$ cat src/rtl/imem_loader.sv
// imem_loader: boot loader that turns a length-prefixed little-endian byte stream
// into 32-bit instruction-memory writes, holding the CPU until the image is complete.
//
// Ports:
//   clk        rising-edge clock
//   rst_n      synchronous active-low reset
//   start      reload request, honoured only in DONE
//   in_data    stream byte
//   in_valid   in_data valid
//   in_ready   loader accepts a byte (HDR_LO, HDR_HI, DATA)
//   mem_we     one-cycle write pulse per assembled word
//   mem_addr   word-aligned byte address of the write
//   mem_wdata  assembled instruction word
//   cpu_hold   processor must not advance (everywhere except DONE)
//   done       image loaded (DONE state)
//   err        header length exceeds capacity (ERR state)
module imem_loader #(
  parameter int INST_MEMORY_ADDR_BUS_WIDTH = 16,
  parameter int INST_MEMORY_DATA_BUS_WIDTH = 32
) (
  input  logic                                  clk,
  input  logic                                  rst_n,
  input  logic                                  start,
  input  logic [7:0]                            in_data,
  input  logic                                  in_valid,
  output logic                                  in_ready,
  output logic                                  mem_we,
  output logic [INST_MEMORY_ADDR_BUS_WIDTH-1:0] mem_addr,
  output logic [INST_MEMORY_DATA_BUS_WIDTH-1:0] mem_wdata,
  output logic                                  cpu_hold,
  output logic                                  done,
  output logic                                  err
);

  localparam int AW = INST_MEMORY_ADDR_BUS_WIDTH;
  localparam int DW = INST_MEMORY_DATA_BUS_WIDTH;
  localparam int IW = AW - 2;
  localparam logic [31:0] CAP = 32'(1) << IW;

  typedef enum logic [2:0] {
    S_IDLE,
    S_HDR_LO,
    S_HDR_HI,
    S_DATA,
    S_DONE,
    S_ERR
  } state_t;

  state_t          r_state;
  state_t          w_next;
  logic [15:0]     r_cnt;
  logic [1:0]      r_bcnt;
  logic [23:0]     r_word;
  logic [IW-1:0]   r_idx;
  logic            r_last;
  logic            r_we;
  logic [AW-1:0]   r_addr;
  logic [DW-1:0]   r_wdata;

  logic            w_st_lo;
  logic            w_st_hi;
  logic            w_st_data;
  logic            w_acc;
  logic [15:0]     w_n;
  logic [31:0]     w_n32;
  logic [31:0]     w_idx32;
  logic [31:0]     w_cnt_m1;
  logic            w_last;

  assign w_st_lo   = (r_state == S_HDR_LO);
  assign w_st_hi   = (r_state == S_HDR_HI);
  assign w_st_data = (r_state == S_DATA);

  assign in_ready  = w_st_lo | w_st_hi | w_st_data;
  assign w_acc     = in_valid & in_ready;

  // Full count as seen during the HDR_HI handshake.
  assign w_n       = {in_data, r_cnt[7:0]};
  assign w_n32     = {16'd0, w_n};

  // The word being written now is the final one of the image.
  assign w_idx32   = 32'(r_idx);
  assign w_cnt_m1  = {16'd0, r_cnt} - 32'd1;
  assign w_last    = (w_idx32 == w_cnt_m1);

  assign mem_we    = r_we;
  assign mem_addr  = r_addr;
  assign mem_wdata = r_wdata;
  assign cpu_hold  = (r_state != S_DONE);
  assign done      = (r_state == S_DONE);
  assign err       = (r_state == S_ERR);

  always_comb begin
    w_next = r_state;
    unique case (r_state)
      S_IDLE: w_next = S_HDR_LO;
      S_HDR_LO: begin
        if (w_acc) w_next = S_HDR_HI;
      end
      S_HDR_HI: begin
        if (w_acc) begin
          if (w_n == 16'd0)
            w_next = S_DONE;
          else if (w_n32 > CAP)
            w_next = S_ERR;
          else
            w_next = S_DATA;
        end
      end
      S_DATA: begin
        // Leave once the final word's write pulse is on the bus.
        if (r_we && r_last) w_next = S_DONE;
      end
      S_DONE: begin
        if (start) w_next = S_HDR_LO;
      end
      S_ERR:   w_next = S_ERR;
      default: w_next = S_IDLE;
    endcase
  end

  always_ff @(posedge clk) begin
    if (!rst_n) begin
      r_state <= S_IDLE;
      r_cnt   <= '0;
      r_bcnt  <= '0;
      r_word  <= '0;
      r_idx   <= '0;
      r_last  <= 1'b0;
      r_we    <= 1'b0;
      r_addr  <= '0;
      r_wdata <= '0;
    end else begin
      r_state <= w_next;
      r_we    <= 1'b0;
      // Each new image restarts at word 0, byte 0.
      if (r_state == S_IDLE || r_state == S_DONE) begin
        r_bcnt <= '0;
        r_idx  <= '0;
        r_last <= 1'b0;
      end
      if (w_acc) begin
        unique case (1'b1)
          w_st_lo: r_cnt[7:0]  <= in_data;
          w_st_hi: r_cnt[15:8] <= in_data;
          w_st_data: begin
            r_bcnt <= r_bcnt + 2'd1;
            unique case (r_bcnt)
              2'd0: r_word[7:0]   <= in_data;
              2'd1: r_word[15:8]  <= in_data;
              2'd2: r_word[23:16] <= in_data;
              default: begin
                r_we    <= 1'b1;
                r_addr  <= {r_idx, 2'b00};
                r_wdata <= {in_data, r_word};
                r_idx   <= r_idx + 1'b1;
                r_last  <= w_last;
              end
            endcase
          end
          default: ;
        endcase
      end
    end
  end

endmodule

$ cat config.mk
export PLATFORM = sky130hd
export DESIGN_NAME = imem_loader
export DESIGN_NICKNAME = d
export VERILOG_FILES = /design/src/rtl/imem_loader.sv
export SDC_FILE = /design/constraint.sdc
export NUM_CORES = 1
export LEC_CHECK = 0
export CAP_MARGIN = 20
export CORE_AREA = 5 5 152 118
export CTS_CLUSTER_DIAMETER = 50
export CTS_CLUSTER_SIZE = 14
export DETAILED_ROUTE_END_ITERATION = 7
export DIE_AREA = 0 0 157 123
export PLACE_DENSITY = 0.51
export SYNTH_ARGS = -nofsm -noshare
export SYNTH_HDL_FRONTEND = slang
export SYNTH_SLANG_ARGS = --single-unit
$ cat constraint.sdc
create_clock -name clk -period 2.05 [get_ports clk]
set_input_delay 0.3075 -clock clk [delete_from_list [all_inputs] [get_ports clk]]
set_output_delay 0.3075 -clock clk [all_outputs]
set_load 0.01 [all_outputs]
---- After elaboration in Yosys (flattened, before gate mapping) ----
Index checks and enable logic that the tools add are counted.
storage, ports and cells
  bits in read-only memories .............. 0
  logic and storage cells ................. 66
  memories ................................ 0
  memory bits (writable) .................. 0
  latch bits .............................. 0
  bits in registers ....................... 107
  input port bits ......................... 12
cells by class
  shift operators ......................... 0
  multiplexer cells ....................... 19
  eq/ne operators ......................... 13
  multipliers ............................. 0
  magnitude comparators ................... 1
  reduce and logical (&&, ||, !) cells .... 14
  bitwise gates (word level) .............. 4
  $add $sub $neg .......................... 3
  divide/modulo/power cells ............... 0
operators by type and width
  operator               number
  $mux 14                4
  $eq 14x32->1           1
  $mux 3                 6
  $pmux 3 s6             1
  $sub 16x1->17 const B  1
  $gt 16x15->1 const B   1
  $logic_not 16->1       1
  $reduce_and 3->1       5
  $add 14x1->14 const B  1
  $eq 3x2->1 const B     2
  $eq 3x3->1 const B     2
  $mux 2                 3
  $ne 2x1->1 const B     3
  $mux 1                 5
  $reduce_and 2->1       2
  $reduce_and 4->1       1
  $eq 3x1->1 const B     1
  $logic_not 3->1        1
  $ne 3x3->1 const B     1
  $reduce_or 3->1        1
  $add 2x1->2 const B    1
  $eq 2x1->1 const B     1
  $eq 2x2->1 const B     1
  $logic_not 2->1        1
  other kinds (6)        7

---- Logic depth before layout (Yosys ltp) ----
Gate-level depths: netlist of run 1.
  depth in word-level cells ............... 6
  mapped depth ............................ 8

---- Least setup slack after synthesis of run 1 ----
OpenSTA, ideal clock, no wires.
  kind .................................... reg2reg
  from .................................... register r_cnt[0]
  to ...................................... register r_last
  slack ................................... 78 ps
  buffers on the path ..................... 0
  library setup time ...................... 69 ps
  required time ........................... 1,981 ps
  cell stages (with the launch flop) ...... 8
  arrival time ............................ 1,904 ps
  cell sequence ........................... dfxtp_1 inv_1 ha_1 or3b_1 xnor2_1 or4_1 a22o_1 o21ai_1
between the ends
  cells in the longest elaborated chain, start to end .. 5
RTL lines
  element                   RTL line  text
  start: declaration        51        logic [15:0] r_cnt;
  start signal: assignment  144       w_st_lo: r_cnt[7:0] <= in_data;
  $sub 16x1->17             83        assign w_cnt_m1 = {16'd0, r_cnt} - 32'd1;
  $eq 14x32->1              84        assign w_last = (w_idx32 == w_cnt_m1);
  $mux 1                    148       unique case (r_bcnt)
  $mux 1                    143       unique case (1'b1)
  $mux 1                    142       if (w_acc) begin
  end signal: assignment    157       r_last <= w_last;
  end: declaration          55        logic r_last;
Every way passes these cells.
A chain may end at the register's enable or synchronous reset.

---- Final worst setup path of run 1 ----
Ends and elaborated chain as after synthesis.

==> flow_summary_export.csv, run 1 <==
group,metric,value,unit
power,fin_total_pwr,4.52,mW
worst_setup_path,start_kind,"register",
timing,fin_crit_sh,0.981,
power,p_leak,2.14,nW
power,combPwrFrac,0.138,
placement,placedInstanceArea,0.00593,sq mm
final_layout,fin_area,0.00627,sq mm
power,p_clk_frac,0.390,
logic_synthesis,ys_seq_area_frac,0.449,
timing,grt_setup_unrepaired,"true",
cts,cts_sinks,107,
die,die_height,123,microns
logic_synthesis,ys_top_cells_by_area,"dfxtp_1 45%, nand2_1 11%, a21boi_0 5.5%",
placement,place_congestion,0.874,
timing,tightest_slew,0.845,ns
global_routing,track_usage,0.142,
power,p_sw,1.16,mW
power,pwr-share-seq,0.472,
worst_setup_path,critPathKind,"register to register",
logic_synthesis,synthFlopType,"dfxtp_1",
logic_synthesis,synth_top_area_share,0.449,
global_routing,gr-total-overflow,0,
logic_synthesis,async_flop_share,0,
worst_setup_path,path_buf_inv,1,
global_routing,antenna_found_initial,1,
route,drt_first_iter_violations,218,
logic_synthesis,yosys_warnings,0,
logic_synthesis,synth.distinct_cells,57,
placement,dp_hpwl,10000,microns
timing,max_freq,497,MHz
power,swShare,0.258,
final_layout,drive_gt1_frac,0.124,
final_layout,post-route-util,0.383,
run_status,status,"finished clean",
power,pwr_density_cell,720,mW/mm^2
timing,slew_headroom,0.433,
route,viasPerCell,4.80,
logic_synthesis,ys_seq_elements,107,
route,vias,4215,
route,route.detailed.drc,0,
cts,clk_latency,0.35,ns
logic_synthesis,avgSynthCellArea,8.26,sq um
cts,clockBufferDepth,2,
route,dr.pass1.iters,4,
die,num_rows,41,
job,max_cap_viol_count,0,
cts,cts.htree.levels,3,
die,die_area,0.0193,sq mm
global_routing,grt_max_degree,47,
worst_setup_path,end_kind,"register",
cts,cts_inserted_buffers,9,
timing,setup_viol,0,
route,totalWireLength,13500,microns
cts,cts_setup_buffers,0,
final_layout,antennaDiodeCount,0,
logic_synthesis,synthCells,578,
worst_setup_path,cpPeakStageDelay,0.47,ns
placement,io_buffer_count,62,
worst_setup_path,arrival,2.30,ns
global_routing,grt_pass1_wl,21700,microns
timing,period_needed,2.01,ns
timing,fin_ws,0.0399,ns
die,die_x,157,microns
worst_setup_path,path_max_fanout,4,
worst_hold_path,worstHoldPathType,"register to register",
logic_synthesis,synth-edff-count,0,
cts,ctsHoldBuffers,0,
timing,hold_viol_final,0,
timing,slew_viol_final,0,
worst_setup_path,worstPathCellList,"inv_1 -> ha_1 -> or3b_1 -> xnor2_1 -> or4_1 -> a22o_1 -> o21ai_1",
placement,post-place-ws,-0.211,ns
worst_setup_path,cp_top_family,"simple AND/OR/NAND/NOR gates",
timing,fin_hold_ws,0.454,ns
logic_synthesis,synth.largest_area_cell,"dfxtp_1",
power,power.internal,3.35,mW
final_layout,nNetsFinal,678,
logic_synthesis,netlist_area,0.00477,sq mm
worst_setup_path,cp_slowest_cell,"or3b_1",
route,wl_per_cell,15.4,microns
cts,clkTransAtPathRegs,0.07,ns
global_routing,grt_pass1_vias,4150,
die,start_util,0.292,
die,coreArea,0.0164,sq mm
die,num_io_pins,65,
timing,clock_skew,0.00973,ns
cts,ctsRootBufferMaster,"clkbuf_16",
worst_setup_path,required,2.34,ns
final_layout,syn2layout_area_growth,31.4,%
cts,cts_tree,"built",
route,drtAntennaViolNets,0,
power,vdd_drop_max,0.380,mV
-- timing repair --
item	4_1_cts	5_1_grt
cloned	0	0
pin swaps	0	2
endpoints found under the setup margin	1	6
gates resized for setup	2	10
-- final cells by class --
| class | instances | area [sq um] |
|---|---|---|
| Fill cell | 1659 | 10100 |
| Multi-Input combinational cell | 419 | 2460 |
| Sequential cell | 107 | 2140 |
| Timing Repair Buffer | 114 | 1070 |
| Tap cell | 215 | 269 |
| Clock buffer | 10 | 229 |
| Clock inverter | 5 | 63.8 |
| Inverter | 8 | 30.0 |
-- cell usage after synthesis (3+ instances only) --
cell      count
dfxtp_1     107
a21boi_0     35
xor2_1       11
nor4b_1       3
inv_1         7
nand2_1     134
and3_1        5
nor2b_1      10
o21ai_0       5
buf_2         3
nor3b_1       4
o21ai_1       3
nand4_1       5
or3_1         3
nand2b_1      4
or4_1         4
clkbuf_1     38
nor3_1        6
nand3b_1      3
ha_1          7
xnor2_1      16
nand3_1      31
o31ai_1       3
nor2_1       30
mux2i_1      15
a21oi_1      47
-- power groups by stage --
stage / Clock (mW) / Sequential, mW / Combinational [mW]
after floorplan: 0 / 2.17 / 0.361
after global placement: 0 / 2.18 / 0.593
after detailed placement: 0 / 2.18 / 0.603
after CTS: 1.81 / 2.13 / 0.610
after global routing: 1.88 / 2.13 / 0.682
final: 1.76 / 2.13 / 0.624
-- worst reg2reg max path, cell delays in order, from the launching register on --
cell	delay [ns]
dfxtp_1	0.33
inv_1	0.08
ha_1	0.17
or3b_1	0.47
xnor2_1	0.16
or4_1	0.40
a22o_1	0.24
o21ai_1	0.11
-- kinds of logic after synthesis --
kind of cell	after synthesis	synth area share
DFF	107	0.449
and+or+nand+nor	256	0.251
xor gates and xnor gates	27	0.0496
muxes	15	0.0315
AOI/OAI and AO/OA	112	0.154
buffers and inverters	53	0.0456
adders and majority gates	7	0.0184
other	1	0.000786
-- state kept, by name (all words and copies together) (netlist names) --
signal and count:
mem_addr 14, mem_wdata 32, mem_we 1, r_bcnt 2, r_cnt 16, r_idx 14
r_last 1, r_state 3, r_word 24
-- placed cells by master, fill, tap and decap left out, types with 3 or more instances in the layout --
cell type,n
a21boi_0,35
clkinvlp_4,3
o21ai_1,3
a21oi_1,47
or3_1,3
o31ai_1,3
nor2b_1,10
nor3b_1,4
nor4b_2,3
nand3_1,30
dfxtp_1,105
clkdlybuf4s50_1,62
o21ai_0,5
nand2_1,134
nand2b_1,4
nand3b_1,3
nand4_1,5
ha_1,7
nor3_1,5
xor2_1,11
and3_1,5
xnor2_1,16
inv_1,7
buf_12,5
mux2i_1,15
buf_4,47
clkbuf_16,9
nor2_1,30
-- metrics by stage --
step	std cells	setup TNS, ns
floorplan	579	0
global placement	863	-2.86
detailed placement	863	-4.92
CTS	878	0
global route	878	-0.0701
finish	878	0
-- metal layers --
layer / wire [microns] / share of wire / vias to the layer above / track usage
li1: - / - / 2130 / -
met1: 6950 / 0.51 / 1963 / 0.203
met2: 5720 / 0.42 / 110 / 0.216
met3: 736 / 0.054 / 12 / 0.0353
met4: 133 / 0.0098 / 0 / 0.0341
met5: 0 / 0 / - / 0
-- worst paths after layout --
kind | startpoint | endpoint | slack [ns] | cells past startpoint
worst min register to register | r_word[4] | r_word[4] | 0.45 | 2
worst max register to register | r_cnt[0] | r_last | 0.04 | 7
worst max-delay path | r_cnt[0] | r_last | 0.04 | 7
worst min-delay path | r_word[4] | r_word[4] | 0.45 | 2
Power figures use the tool's default switching activity.
==> inputs of run 2 (changes only) <==
--- a/config.mk
+++ b/config.mk
@@ -6,12 +6,12 @@
 export NUM_CORES = 1
 export LEC_CHECK = 0
 export CAP_MARGIN = 20
-export CORE_AREA = 5 5 152 118
+export CORE_AREA = 5 5 120 94
 export CTS_CLUSTER_DIAMETER = 50
 export CTS_CLUSTER_SIZE = 14
 export DETAILED_ROUTE_END_ITERATION = 7
-export DIE_AREA = 0 0 157 123
-export PLACE_DENSITY = 0.51
+export DIE_AREA = 0 0 125 99
+export PLACE_DENSITY = 0.75
 export SYNTH_ARGS = -nofsm -noshare
 export SYNTH_HDL_FRONTEND = slang
 export SYNTH_SLANG_ARGS = --single-unit
==> run 2 against run 1 <==
Effect of this change: the run now ends with negative setup slack left; utilization is 23 points higher; sequential share of layout area grew 0.99 points; final cell count down 9.6%; via count up 1.8%; combinational power grew 4.3%; global-route usage increased by 6.5 points; register-to-register slack worse by 0.14 ns; largest power group unchanged.
==> flow_summary_export.csv, run 2 (synthesis results as in run 1) <==
group,metric,value,unit
worst_setup_path,arrival,2.42,ns
power,p_leak,2.12,nW
cts,ctsRootBufferMaster,"clkbuf_16",
cts,clockBufferDepth,2,
timing,tightest_slew,0.747,ns
placement,place_congestion,0.931,
cts,clkTransAtPathRegs,0.07,ns
final_layout,multi_input_area,0.00247,sq mm
placement,dp_hpwl,9170,microns
placement,io_buffer_count,62,
cts,cts_tree,"built",
job,max_cap_viol_count,0,
timing,hold_viol_final,0,
timing,slew_headroom,0.499,
global_routing,antenna_found_initial,0,
route,drtAntennaViolNets,0,
timing,slew_viol_final,0,
timing,max_freq,466,MHz
final_layout,regArea,0.00215,sq mm
global_routing,grt_max_degree,49,
global_routing,track_usage,0.207,
cts,clk_latency,0.34,ns
timing,setup_viol,1,
final_layout,layout_common_cells,"134 x nand2_1, 103 x dfxtp_1, 61 x clkdlybuf4s50_1, 47 x a21oi_1, 44 x buf_4",
timing,clock_skew,0.00840,ns
route,route.detailed.drc,0,
final_layout,antennaDiodeCount,0,
final_layout,fillCellCount,847,
worst_setup_path,end_kind,"register",
die,coreArea,0.00997,sq mm
power,fin_total_pwr,4.45,mW
worst_setup_path,worstPathCellList,"inv_1 -> ha_1 -> buf_4 -> nor3b_1 -> buf_4 -> nand3_1 -> a2111oi_4 -> nand4_1 -> o21ai_1",
die,die_x,125,microns
final_layout,nNetsFinal,672,
worst_setup_path,required,2.32,ns
global_routing,grt_pass1_wl,21100,microns
final_layout,syn2layout_area_growth,27.8,%
cts,cts_sinks,107,
route,totalWireLength,13000,microns
die,num_io_pins,65,
final_layout,layout.cells.most_common,"nand2_1",
worst_setup_path,path_buf_inv,3,
power,pwr-share-seq,0.480,
placement,dp.cells,778,
final_layout,largest_reg_flops,32,
die,num_rows,32,
route,dr.pass1.iters,6,
worst_setup_path,cp_slowest_cell,"a2111oi_4",
final_layout,post-route-util,0.612,
power,vdd_drop_max,0.517,mV
worst_hold_path,worstHoldPathType,"register to register",
worst_setup_path,cpPeakStageDelay,0.40,ns
worst_setup_path,cp_top_family,"simple AND/OR/NAND/NOR gates",
route,viasPerCell,5.40,
die,die_area,0.0124,sq mm
power,power.internal,3.30,mW
timing,fin_crit_sh,1.05,
cts,cts.htree.levels,3,
placement,post-place-ws,-0.171,ns
power,p_sw,1.15,mW
timing,setup_tns,-0.0974,ns
final_layout,drive_gt1_frac,0.120,
worst_setup_path,path_common_cell,"buf_4",
run_status,status,"complete, but fails checks",
die,die_height,99,microns
power,swShare,0.258,
timing,fin_hold_ws,0.460,ns
global_routing,gr-total-overflow,0,
route,vias,4291,
final_layout,final-instance-count-excl-fill,794,
global_routing,grt_pass1_vias,4187,
final_layout,fin_area,0.00610,sq mm
cts,cts_setup_buffers,0,
route,wl_per_cell,16.3,microns
power,p_clk_frac,0.374,
worst_setup_path,start_kind,"register",
power,combPwrFrac,0.146,
worst_setup_path,critPathKind,"register to register",
cts,cts_inserted_buffers,9,
timing,fin_ws,-0.0974,ns
timing,period_needed,2.15,ns
run_status,failed_checks,"negative setup slack",
placement,placedInstanceArea,0.00575,sq mm
worst_setup_path,path_max_fanout,5,
power,pwr_density_cell,730,mW/mm^2
route,drt_first_iter_violations,215,
timing,grt_setup_unrepaired,"true",
cts,ctsHoldBuffers,0,
die,start_util,0.479,
run 2: changes by cell type in the layout (fill, tap and decap cells not counted), moves of 3 or more:
| cell | previous run | this run |
|---|---|---|
| buf_12 | 5 | 2 |
| buf_4 | 47 | 44 |
| clkinvlp_4 | 3 | 0 |
| nor4b_1 | 0 | 3 |
| nor4b_2 | 3 | 0 |
run 2: what timing repair did:
action	4_1_cts	5_1_grt
pin swaps	0	6
endpoints found under the setup margin	2	3
gates resized for setup	5	11
run 2: per-layer routing:
layer | track usage | vias to the layer above | part of all wire
met2 | 0.321 | 149 | 0.44
met1 | 0.292 | 2004 | 0.48
met3 | 0.0477 | 23 | 0.063
met5 | 0 | - | 0
met4 | 0.0517 | 0 | 0.015
li1 | - | 2115 | -
run 2: worst min-delay path, delay by kind of cell (launching register included):
kind,cells,cell delay [ns]
AOI/OAI and AO/OA,1,0.05
and+or+nand+nor,1,0.05
DFF,1,0.31
run 2: final timing paths:
| path | startpoint | end | slack, ns | depth (start not counted) |
|---|---|---|---|---|
| max reg2reg | r_cnt[0] | r_last | -0.1 | 9 |
| max | r_cnt[0] | r_last | -0.1 | 9 |
| min reg2reg | mem_wdata[19] | mem_wdata[19] | 0.46 | 2 |
| min | mem_wdata[19] | mem_wdata[19] | 0.46 | 2 |
run 2: cell type report:
class / count / area share
clock buffer: 11 / 0.0414
clock inverter: 5 / 0.00595
inverter: 8 / 0.00492
multi-input combinational: 419 / 0.405
sequential: 107 / 0.352
tap: 136 / 0.0279
timing repair buffer: 108 / 0.163
run 2: power by group through the flow:
stage | logic, mW | clock network (mW) | registers, mW
2_1_floorplan | 0.361 | 0 | 2.17
3_3_place_gp | 0.589 | 0 | 2.18
3_5_place_dp | 0.598 | 0 | 2.18
4_1_cts | 0.607 | 1.69 | 2.13
5_1_grt | 0.701 | 1.76 | 2.14
6_report | 0.651 | 1.67 | 2.13
